`src/rtl/booth_acc.sv`:
```
// Sequencer/accumulator around a radix-2 Booth multiplier: takes signed operand
// pairs, runs one multiplication at a time, sums the products and emits the sum per frame.
module booth_acc #(
    parameter int Nb   = 2,
    parameter int n    = 2 ** Nb,
    parameter int ACCW = 2 * n + 2
) (
    input  logic              clk,
    input  logic              rst,
    input  logic              in_valid,
    output logic              in_ready,
    input  logic [n-1:0]      in_a,
    input  logic [n-1:0]      in_b,
    input  logic              in_last,
    output logic              mul_ld,
    output logic [n-1:0]      mul_im,
    output logic [n-1:0]      mul_iq,
    input  logic              mul_pd,
    input  logic [2*n-1:0]    mul_p,
    output logic              out_valid,
    input  logic              out_ready,
    output logic [ACCW-1:0]   out_acc,
    output logic              ovf,
    output logic              err
);

    localparam logic [1:0] S_IDLE = 2'd0;
    localparam logic [1:0] S_LOAD = 2'd1;
    localparam logic [1:0] S_WAIT = 2'd2;
    localparam logic [1:0] S_OUT  = 2'd3;

    localparam int             WDW      = $clog2(n + 2);
    localparam logic [WDW-1:0] WD_LIMIT = WDW'(n + 1);

    logic [1:0]      r_state;
    logic [1:0]      w_state_nxt;
    logic            w_capture;
    logic            w_timeout;
    logic [WDW-1:0]  r_wd;
    logic [n-1:0]    r_a;
    logic [n-1:0]    r_b;
    logic            r_last;
    logic [ACCW-1:0] r_acc;
    logic [ACCW-1:0] w_addend;
    logic [ACCW-1:0] w_sum;
    logic            r_ovf;
    logic            r_err;
    logic            r_in_ready;
    logic            r_out_valid;
    logic            r_mul_ld;

    // Signed overflow of a two's-complement addition: same-sign operands, flipped result sign.
    function automatic logic add_ovf(input logic sa, input logic sb, input logic ss);
        add_ovf = (sa == sb) && (ss != sa);
    endfunction

    // Next-state decode; mul_pd only matters while waiting for the product.
    always_comb begin
        w_state_nxt = r_state;
        w_capture   = 1'b0;
        w_timeout   = 1'b0;
        case (r_state)
            S_IDLE: begin
                if (in_valid) begin
                    w_state_nxt = S_LOAD;
                end else begin
                    w_state_nxt = S_IDLE;
                end
            end
            S_LOAD: begin
                w_state_nxt = S_WAIT;
            end
            S_WAIT: begin
                if (mul_pd) begin
                    w_capture   = 1'b1;
                    w_state_nxt = r_last ? S_OUT : S_IDLE;
                end else if (r_wd == WD_LIMIT) begin
                    w_timeout   = 1'b1;
                    w_state_nxt = r_last ? S_OUT : S_IDLE;
                end else begin
                    w_state_nxt = S_WAIT;
                end
            end
            S_OUT: begin
                if (out_ready) begin
                    w_state_nxt = S_IDLE;
                end else begin
                    w_state_nxt = S_OUT;
                end
            end
            default: begin
                w_state_nxt = S_IDLE;
            end
        endcase
    end

    // A watchdog expiry contributes a zero product.
    always_comb begin
        w_addend = w_capture ? ACCW'($signed(mul_p)) : {ACCW{1'b0}};
        w_sum    = r_acc + w_addend;
    end

    // State, operand, accumulator and status registers.
    always_ff @(posedge clk) begin
        if (rst) begin
            r_state     <= S_IDLE;
            r_wd        <= {WDW{1'b0}};
            r_a         <= {n{1'b0}};
            r_b         <= {n{1'b0}};
            r_last      <= 1'b0;
            r_acc       <= {ACCW{1'b0}};
            r_ovf       <= 1'b0;
            r_err       <= 1'b0;
            r_in_ready  <= 1'b1;
            r_out_valid <= 1'b0;
            r_mul_ld    <= 1'b0;
        end else begin
            r_state     <= w_state_nxt;
            r_in_ready  <= (w_state_nxt == S_IDLE);
            r_out_valid <= (w_state_nxt == S_OUT);
            r_mul_ld    <= (w_state_nxt == S_LOAD);
            if (r_state == S_IDLE && in_valid) begin
                r_a    <= in_a;
                r_b    <= in_b;
                r_last <= in_last;
            end
            if (r_state == S_WAIT) begin
                r_wd <= r_wd + WDW'(1);
            end else begin
                r_wd <= {WDW{1'b0}};
            end
            if (w_capture) begin
                r_acc <= w_sum;
                if (add_ovf(r_acc[ACCW-1], w_addend[ACCW-1], w_sum[ACCW-1])) begin
                    r_ovf <= 1'b1;
                end
            end else if (r_state == S_OUT && out_ready) begin
                r_acc <= {ACCW{1'b0}};
                r_ovf <= 1'b0;
            end
            if (w_timeout) begin
                r_err <= 1'b1;
            end
        end
    end

    assign in_ready  = r_in_ready;
    assign out_valid = r_out_valid;
    assign mul_ld    = r_mul_ld;
    assign mul_im    = r_a;
    assign mul_iq    = r_b;
    assign out_acc   = r_acc;
    assign ovf       = r_ovf;
    assign err       = r_err;

endmodule

```
`config.mk`:
```
export PLATFORM = sky130hd
export DESIGN_NAME = booth_acc
export DESIGN_NICKNAME = d
export VERILOG_FILES = /design/src/rtl/booth_acc.sv
export SDC_FILE = /design/constraint.sdc
export NUM_CORES = 1
export LEC_CHECK = 0
export BUFFER_PORTS_ARGS = -buffer_cell sky130_fd_sc_hd__buf_2
export CORE_MARGIN = 4
export CORE_UTILIZATION = 45
export DETAILED_ROUTE_END_ITERATION = 6
export PLACE_DENSITY_LB_ADDON = 0.12
export SETUP_SLACK_MARGIN = 0.4
export SYNTH_ARGS = -nofsm -noshare
export SYNTH_HDL_FRONTEND = slang
export SYNTH_SLANG_ARGS = --single-unit
```
`constraint.sdc`:
```
create_clock -name clk -period 7.3 [get_ports clk]
set_clock_uncertainty 0.15 [all_clocks]
set_input_delay 2.19 -clock clk [delete_from_list [all_inputs] [get_ports clk]]
set_output_delay 2.19 -clock clk [all_outputs]
set_load 0.01 [all_outputs]
```
==> results of run 1 <==
==> per-layer routing <==
| metal | track usage | share of wire | wire (um) | vias to the layer above |
|---|---|---|---|---|
| met2 | 0.279 | 0.45 | 1460 | 43 |
| met3 | 0.0731 | 0.070 | 228 | 5 |
| met1 | 0.189 | 0.47 | 1520 | 604 |
| met4 | 0.0570 | 0.0096 | 31 | 0 |
| met5 | 0 | 0 | 0 | - |
| li1 | - | - | - | 700 |
==> layout by cell type, fill, tap and decap left out, drive strengths merged <==
cell type,count
bufinv,1
nand3,1
nor2,27
a21o,1
mux2i,9
a21oi,10
nand3b,3
o31ai,1
xnor2,4
a2111o,1
or3,2
and3,1
and3b,1
nand2b,3
o21a,4
and2,8
a32oi,1
ha,11
or2,1
o21ai,10
or4,1
a2111oi,1
fa,1
clkbuf,7
dfxtp,29
nor3,8
a21boi,1
a22oi,3
inv,6
a211oi,3
nor2b,2
buf,45
xor2,1
nand2,10
o211ai,2
a31oi,1
==> state kept, by name, summed over array words and instances, names as in the netlist <==
register,flops
r_last,1
in_ready,1
ovf,1
r_wd,3
mul_ld,1
mul_im,4
out_acc,10
r_state,2
out_valid,1
err,1
mul_iq,4
==> metrics by stage <==
stage | area, um^2 | worst slack [ns] | cells | hold slack, ns
3_5_place_dp | 1770 | 2.35 | 257 | 0.309
6_report | 1850 | 2.63 | 265 | 0.322
4_1_cts | 1850 | 2.66 | 265 | 0.324
2_1_floorplan | 1510 | 2.58 | 174 | 0.289
5_1_grt | 1850 | 2.33 | 265 | 0.352
3_3_place_gp | 1770 | 2.42 | 257 | 0.300
==> cell families after synthesis <==
family / Yosys count / share of synthesized area
mux: 9 / 0.0597
buf+inv: 12 / 0.0315
compound gates: 39 / 0.169
simple gates: 68 / 0.221
fa+ha+maj: 12 / 0.104
xor+xnor: 5 / 0.0290
flops: 29 / 0.385
==> worst max-delay path by stage <==
| stage | endpoint | slack (ns) | cells past startpoint |
|---|---|---|---|
| CTS | out_acc[8] | 2.66 | 14 |
| detailed placement | out_acc[8] | 2.35 | 14 |
| global route | out_acc[8] | 2.33 | 14 |
| floorplan | out_acc[8] | 2.58 | 13 |
| finish | out_acc[8] | 2.63 | 14 |
| global placement | out_acc[8] | 2.42 | 14 |
==> final cells by class <==
class	count	area share
repair buffers	45	0.123
well taps	44	0.0297
clock buffers	7	0.0297
inverters	6	0.0122
flip-flops and latches	29	0.314
clock inverters	1	0.0162
multi-input cells	133	0.476
==> power groups by stage <==
stage / registers (mW) / clock network [mW] / logic, mW
after detailed placement: 0.172 / 0 / 0.0362
after global placement: 0.172 / 0 / 0.0357
after floorplan: 0.173 / 0 / 0.0213
final: 0.168 / 0.137 / 0.0358
after CTS: 0.168 / 0.141 / 0.0363
after global routing: 0.169 / 0.151 / 0.0406
==> results.ini, run 1 <==
[synthesis]
async_reset_ff_frac=0
ys_types=38
ys_ff_latch=29
synth.top_cell.area_share=0.385
yosysTopAreaCell=dfxtp_1
synth_flop_cell=dfxtp_1
synth_edf_count=0
ys_top_cells_by_area=dfxtp_1 (38%), ha_1 (9.1%), nor2_1 (6.5%)
synth_nets=208
syn_area_um2=1510
synth_most_common_cell=dfxtp_1
syn_avg_cell_area_um2=8.67
yosys_warnings=0
synth_cells=174
yosysSeqAreaShare=0.385
synth_common_cells=dfxtp_1 (29), nor2_1 (26), ha_1 (11)

[place]
gp_congestion=0.838
port_buffers=44
dp_hpwl_mm=2.39

[setup_path]
cp.required_ns=7.38
r2r-end=out_acc[8]
cp-end-kind=flip-flop
crit_type=in2reg
timing.critical_path.mode_cell=inv_1
start_kind=primary input
r2r_slack_ns=3.96
startpoint=mul_pd
cp_num_buf_inv=4
r2r-start=r_state[1]
arrival_ns=4.75
crit_fanout=13
rr_worst_depth=13
cp_cell_sequence=buf_2 -> inv_1 -> nor2_1 -> buf_4 -> and2_1 -> ha_1 -> inv_1 -> fa_1 -> nor2b_1 -> o21a_1 -> o21ai_0 -> a2111oi_0 -> nor3_1 -> o31ai_1
critPathTopFamily=compound AO/OA/AOI/OAI gates
max_stage_delay_ns=0.57
crit_path_top_delay_cell=a2111oi_0

[global_routing]
grt.overflow.total=0
antenna_found_initial=0
grt_pass1_vias=1348
grt_pass1_wl_mm=5.62
grt_use_total=0.167
grt_start_max_net_pins=27

[power]
internal-power_mw=0.263
p_seq_frac=0.493
ir_drop_uv=110
powerDensity_nw_per_um2=184
p_sw_mw=0.0780
total_power_mw=0.341
p_leak_nw=0.855
comb_power_share=0.105
pwr-share-clk=0.402
sw_frac_of_total=0.229

[floorplanning]
ioPinCount=45
num_rows=20
die_y_um=65.9
core_area_um2=3130
die_area_um2=4340
start_util=0.482
die_w_um=65.9

[cells_and_area]
drive_above_1_share=0.262
final_nets=254
multiInputGateArea_um2=881
antennaDiodeCount=0
seq_area_um2=581
nFillCells=299
area_growth_pct=22.7
post-route-util=0.592

[status]
status=complete, no violations

[routing]
num_vias=1352
routed_wl_mm=3.24
drtPass1Iterations=4
drt_iter0_drc=52
routedWlPerCell_um=12.2
postRouteAntennaNets=0
vias_per_cell=5.10
drc=0

[clock_network]
hold_buffers=0
clock-sinks=29
clk_pin_slew_ns=0.08
clock_latency_ns=0.32
cts_max_level=2
post_cts_buffers=0
root_buffer=clkbuf_4
cts_tree=built
cts_buffer_depth=2
numCtsBuffers=5
cts_resized=0

[sta]
final-max-slew-violation-count=0
timing.final.crit_period_ns=4.67
hold_violations=0
fin_crit_sh=0.639
worstMarginPinSlew_ns=0.569
max_clock_freq_mhz=214
setup_viol=0
rsz0062_at_grt=false
relSlewSlack=0.611
tns_ns=0

[hold_path]
hold_class=reg2reg
hold_path_depth=1
hold_end=r_wd[0]
hold_start=r_wd[0]

[flow_run]
cap_violations=0

Power figures use the tool's default switching activity.
==> inputs of run 2 (changes only) <==
==> constraint.sdc (replaced) <==
create_clock -name clk -period 4.2 [get_ports clk]
set_clock_uncertainty 0.15 [all_clocks]
set_input_delay 1.26 -clock clk [delete_from_list [all_inputs] [get_ports clk]]
set_output_delay 1.26 -clock clk [all_outputs]
set_load 0.01 [all_outputs]
==> run 2 against run 1 <==
  * Worst setup slack worse by 1.9 ns
  * Wire length is 2.5% lower
  * Sequential share of layout area is 0.49 points higher
  * Non-clock buffer count stayed put
  * Cell area is 1.6% lower
  * Global-route usage is 0.76 points lower
  * Clock power is 18% higher
  * Sequential cell count stayed put
  * Die area stayed put
  * Largest cell class unchanged
==> results.ini, run 2 (synthesis gave the netlist of run 1 again) <==
[floorplanning]
die_y_um=65.9  ; unchanged
core_area_um2=3130  ; unchanged
start_util=0.482  ; unchanged
die_w_um=65.9  ; unchanged
ioPinCount=45  ; unchanged
die_area_um2=4340  ; unchanged
num_rows=20  ; unchanged

[setup_path]
critPathTopFamily=compound AO/OA/AOI/OAI gates
max_stage_delay_ns=0.50  ; -0.07 ns
r2r-start=r_state[1]
crit_path_top_delay_cell=a2111oi_1
crit_type=in2reg
cp-end-kind=flip-flop
startpoint=mul_pd
cp.required_ns=4.28  ; -3.10 ns
timing.critical_path.mode_cell=inv_1
arrival_ns=3.56  ; -1.19 ns
start_kind=primary input
crit_fanout=4  ; -9
cp_cell_sequence=buf_2 -> inv_1 -> nor2_1 -> and2_1 -> ha_1 -> inv_1 -> fa_1 -> nor2b_1 -> o21a_1 -> o21ai_0 -> a2111oi_1 -> nor3_1 -> o31ai_1
cp_num_buf_inv=3  ; -1

[sta]
fin_crit_sh=0.830
setup_viol=0  ; unchanged
worstMarginPinSlew_ns=0.572  ; +0.00211 ns
max_clock_freq_mhz=287
tns_ns=0  ; unchanged
timing.final.crit_period_ns=3.49
relSlewSlack=0.619  ; +0.00800
final-max-slew-violation-count=0  ; unchanged
hold_ws_ns=0.319  ; -0.00218 ns
hold_violations=0  ; unchanged
rsz0062_at_grt=false

[global_routing]
grt_start_max_net_pins=27  ; unchanged
antenna_found_initial=0  ; unchanged
grt_pass1_wl_mm=5.46  ; -2.8%
grt.overflow.total=0  ; unchanged
grt_pass1_vias=1299  ; -3.6%
grt_use_total=0.160  ; -0.00762

[place]
gp_congestion=0.850  ; +1.4%
port_buffers=44  ; unchanged
dp_hpwl_mm=2.44  ; +1.8%

[routing]
routed_wl_mm=3.16  ; -2.5%
drt_iter0_drc=58  ; +12%
vias_per_cell=5.11  ; about the same
drtPass1Iterations=4  ; unchanged
drc=0  ; unchanged
routedWlPerCell_um=11.9  ; -2.5%
num_vias=1353  ; +0.074%
postRouteAntennaNets=0  ; unchanged

[power]
ir_drop_uv=174  ; +58%
p_leak_nw=0.840  ; -1.7%
powerDensity_nw_per_um2=283  ; +54%

[clock_network]
numCtsBuffers=5  ; unchanged
root_buffer=clkbuf_4
clk_pin_slew_ns=0.09  ; about the same
post_cts_buffers=0  ; unchanged
clock_latency_ns=0.31  ; about the same
cts_max_level=2  ; unchanged
cts_buffer_depth=2  ; unchanged
cts_tree=built
clock-sinks=29  ; unchanged

[cells_and_area]
largest_reg_flops=10  ; unchanged
drive_above_1_share=0.267  ; +0.00452
final_common_cell=buf_2
nFillCells=302  ; +1.0%
final_nets=254  ; unchanged
area_growth_pct=20.8
post-route-util=0.583  ; -0.00920
antennaDiodeCount=0  ; unchanged
layout.cells.most_common_list=buf_2 (44), dfxtp_1 (29), nor2_1 (26)

[hold_path]
hold_start=err
hold_class=reg2reg

[flow_run]
cap_violations=0  ; unchanged

[status]
status=complete, no violations

## run 2: changes by cell type in the layout (fill, tap and decap cells not counted)
cell        before  now
clkinv_2         0    2
a2111oi_0        1    0
a2111oi_1        0    1
bufinv_16        1    0
clkbuf_1         1    0
clkbuf_8         1    0
clkinvlp_4       0    1
## run 2: what timing repair did
action | in CTS | in global routing
hold buffers | 0 | 0
gates resized for setup | 0 | 1
setup endpoints to repair | 0 | 1
## run 2: final cells by class
| class | instances | area, um^2 | area share |
|---|---|---|---|
| clock buffer | 5 | 37.5 | 0.0206 |
| multi-input combinational | 133 | 882 | 0.484 |
| timing repair buffer | 45 | 228 | 0.125 |
| inverter | 6 | 22.5 | 0.0124 |
| clock inverter | 3 | 17.5 | 0.00961 |
| tap | 44 | 55.1 | 0.0302 |
| sequential | 29 | 581 | 0.318 |
## run 2: per-stage QoR
| stage | total power, mW | setup slack (ns) | cells | area, um^2 |
|---|---|---|---|---|
| 6_report | 0.516 | 0.715 | 265 | 1820 |
| 5_1_grt | 0.548 | 0.402 | 265 | 1820 |
| 4_1_cts | 0.525 | 0.629 | 265 | 1820 |
| 3_5_place_dp | 0.362 | 0.311 | 257 | 1770 |
| 3_3_place_gp | 0.360 | 0.386 | 257 | 1770 |
| 2_1_floorplan | 0.337 | 0.405 | 174 | 1510 |
## run 2: worst paths after layout
path	slack, ns	to	depth (start not counted)
max	0.71	out_acc[8]	13
min	0.32	err	2
max reg2reg	1.11	out_acc[8]	12
min reg2reg	0.32	err	2
## run 2: layer usage
metal  part of all wire  global-route usage
met5                  0                   0
met4             0.0041              0.0389
met3              0.057              0.0408
met2               0.45               0.263
met1               0.49               0.208
## run 2: report_power, final
| group | internal [mW] | leakage [nW] | switching (mW) |
|---|---|---|---|
| registers | 0.285 | 0.236 | 0.00693 |
| clock network | 0.0630 | 0.0310 | 0.0980 |
| logic | 0.0292 | 0.573 | 0.0335 |
| total | 0.378 | 0.840 | 0.138 |
## run 2: worst reg2reg max path, cell delays in order (launching register included)
cell and delay (ns):
dfxtp_1 0.47, nand2b_1 0.22, nor2_1 0.18, and2_1 0.15, ha_1 0.18, inv_1 0.06, fa_1 0.39, nor2b_1 0.12
o21a_1 0.12, o21ai_0 0.15, a2111oi_1 0.50, nor3_1 0.09, o31ai_1 0.23
==> inputs of run 3 (changes only) <==
--- a/config.mk
+++ b/config.mk
@@ -5,6 +5,7 @@
 export SDC_FILE = /design/constraint.sdc
 export NUM_CORES = 1
 export LEC_CHECK = 0
+export ABC_AREA = 1
 export BUFFER_PORTS_ARGS = -buffer_cell sky130_fd_sc_hd__buf_2
 export CORE_MARGIN = 4
 export CORE_UTILIZATION = 45
==> constraint.sdc (replaced) <==
create_clock -name clk -period 3.5 [get_ports clk]
set_clock_uncertainty 0.15 [all_clocks]
set_input_delay 1.05 -clock clk [delete_from_list [all_inputs] [get_ports clk]]
set_output_delay 1.05 -clock clk [all_outputs]
set_load 0.01 [all_outputs]
==> run 3 against run 2 <==
  * Core utilization shrank 1.7 points
  * Combinational power is 19% higher
  * Sequential share of layout area shrank 1.6 points
  * Non-clock buffer count down 1
  * Sequential cell count unchanged
  * Hold slack got worse by 0.0099 ns
  * Global-route usage grew 0.86 points
  * Largest cell class unchanged
==> results.ini, run 3 <==
[place]
gp_congestion=0.839  ; -1.3%
port_buffers=44  ; unchanged
place_ws_ns=0.336  ; +0.0248 ns
dpl_cell_area_um2=1850  ; +4.9%
dp_hpwl_mm=2.62  ; +7.5%

[global_routing]
antenna_found_initial=0  ; unchanged
grt_use_total=0.168  ; +0.00858
grt_start_max_net_pins=16  ; -41%
grt_pass1_wl_mm=5.76  ; +5.4%
grt.overflow.total=0  ; unchanged
grt_pass1_vias=1342  ; +3.3%

[synthesis]
yosys_warnings=0  ; unchanged
yosys.area_share.xor_xnor=0.00547  ; -0.0235
synth_adder_area_share=0.0985  ; -0.00596
synth.top_cell.area_share=0.363  ; -0.0220
syn_area_um2=1600  ; +6.1%
ys_types=32  ; -16%
yosysTopAreaCell=dfxtp_1
synth_flop_cell=dfxtp_1
ys_ff_latch=29  ; unchanged
synth_nets=260  ; +25%
synth_edf_count=0  ; unchanged
ys_top_cells_by_area=dfxtp_1 (36%), nand2_1 (11%), ha_1 (8.6%)
synth_cells=226  ; +30%
synth_compound_area_frac=0.142  ; -0.0269
syn_avg_cell_area_um2=7.08  ; -18%
synthMuxAreaShare=0  ; -0.0597
synth_most_common_cell=nand2_1
synthSimpleGateAreaFrac=0.295  ; +0.0734
synth_common_cells=nand2_1 (47), nor2_1 (33), inv_1 (31)
yosysSeqAreaShare=0.363  ; -0.0220
async_reset_ff_frac=0  ; unchanged
synth_top_family_by_area=simple AND/OR/NAND/NOR gates

[cells_and_area]
multiInputGateArea_um2=866  ; -1.8%
drive_above_1_share=0.252  ; -0.0151
seq_area_um2=581  ; unchanged
nFillCells=353  ; +17%
final_common_cell=nand2_1
final_area_um2=1920  ; +5.2%
largest_reg_flops=10  ; unchanged
antennaDiodeCount=0  ; unchanged
area_growth_pct=19.9
final_nets=307  ; +21%
layout.cells.most_common_list=nand2_1 (47), buf_2 (44), nor2_1 (33)

[power]
p_leak_nw=1.02  ; +22%
p_sw_mw=0.176  ; +27%
pwr-share-clk=0.341  ; +0.029
comb_power_share=0.115  ; -0.007
powerDensity_nw_per_um2=337  ; +19%
ir_drop_uv=265  ; +52%
internal-power_mw=0.471  ; +25%
p_seq_frac=0.544  ; -0.022
sw_frac_of_total=0.272  ; +0.00340

[routing]
drtPass1Iterations=4  ; unchanged
drt_iter0_drc=59  ; +1.7%
vias_per_cell=4.67  ; -8.5%
drc=0  ; unchanged
routed_wl_mm=3.47  ; +9.8%
routedWlPerCell_um=10.8  ; -9.1%
postRouteAntennaNets=0  ; unchanged
num_vias=1495  ; +10%

[sta]
max_clock_freq_mhz=355
rsz0062_at_grt=false
final-max-slew-violation-count=0  ; unchanged
tns_ns=0  ; unchanged
fin_crit_sh=0.805
timing.final.crit_period_ns=2.82
hold_ws_ns=0.310  ; -0.00989 ns
fin_ws_ns=0.682  ; -0.0328 ns
setup_viol=0  ; unchanged
worstMarginPinSlew_ns=0.361  ; -0.211 ns
hold_violations=0  ; unchanged
relSlewSlack=0.759  ; +0.140

[setup_path]
crit_type=in2reg
start_kind=primary input
arrival_ns=2.88  ; -0.68 ns
cp.required_ns=3.56  ; -0.72 ns
crit_fanout=12  ; +8
cp-end-kind=flip-flop

[floorplanning]
ioPinCount=45  ; unchanged
die_w_um=67.6  ; +2.6%
core_area_um2=3390  ; +8.4%
num_rows=21  ; +5.0%
die_y_um=67.6  ; +2.6%
start_util=0.472  ; -0.0103
die_area_um2=4570  ; +5.3%

[status]
status=complete, no violations

[clock_network]
clock-sinks=29  ; unchanged
clock_latency_ns=0.33  ; +0.02 ns
root_buffer=clkbuf_4
clk_pin_slew_ns=0.09  ; about the same
hold_buffers=0  ; unchanged
cts_buffer_depth=2  ; unchanged
cts_tree=built
cts_resized=0  ; unchanged
cts_max_level=2  ; unchanged
numCtsBuffers=5  ; unchanged
post_cts_buffers=0  ; unchanged

[flow_run]
cap_violations=0  ; unchanged

[hold_path]
hold_class=reg2reg

## run 3: worst max-delay path: stages
cell and delay (ns):
buf_2 0.12, nand2_2 0.18, nor2_1 0.14, ha_1 0.22, inv_1 0.07, fa_1 0.37, inv_1 0.11, nand3_1 0.07
nand2_1 0.14, nand3_1 0.09, nand2_1 0.11, a21oi_2 0.06, o21ai_1 0.08, a21oi_1 0.07
## run 3: final timing paths
| kind | startpoint | end | cells after the start | slack [ns] |
|---|---|---|---|---|
| max | mul_pd | out_acc[6] | 14 | 0.68 |
| min | r_wd[0] | r_wd[0] | 1 | 0.31 |
| max reg2reg | r_state[1] | out_acc[6] | 15 | 0.92 |
| min reg2reg | r_wd[0] | r_wd[0] | 1 | 0.31 |
## run 3: logic make-up after synthesis
group,after synthesis
flip-flops,29
AND/OR/NAND/NOR,107
adder cells (fa/ha/maj),12
buffers and inverters,38
AO/OA/AOI/OAI,39
XOR/XNOR,1
## run 3: metrics by stage
stage	power (mW)	util	cells
3_3_place_gp	0.434	0.547	312
3_5_place_dp	0.435	0.547	312
5_1_grt	0.679	0.566	320
6_report	0.647	0.566	320
4_1_cts	0.653	0.566	320
2_1_floorplan	0.404	-	226
## run 3: metal layers
metal,track usage,up-vias,share of wire
li1,-,819,-
met1,0.214,642,0.50
met2,0.262,27,0.44
met3,0.0349,7,0.043
met4,0.0937,0,0.021
met5,0,-,0
## run 3: area by class of cell
class,instances,share of cell area
Clock buffer,6,0.0267
Clock inverter,2,0.00718
Inverter,34,0.0672
Multi-Input combinational cell,159,0.451
Sequential cell,29,0.303
Tap cell,46,0.0300
Timing Repair Buffer,44,0.115
## run 3: power groups by stage
stage               combinational (mW)  clock, mW  sequential [mW]
floorplan                       0.0393          0            0.365
global placement                0.0750          0            0.359
detailed placement              0.0753          0            0.359
CTS                             0.0755      0.226            0.352
global route                    0.0854      0.240            0.354
finish                          0.0746      0.220            0.352
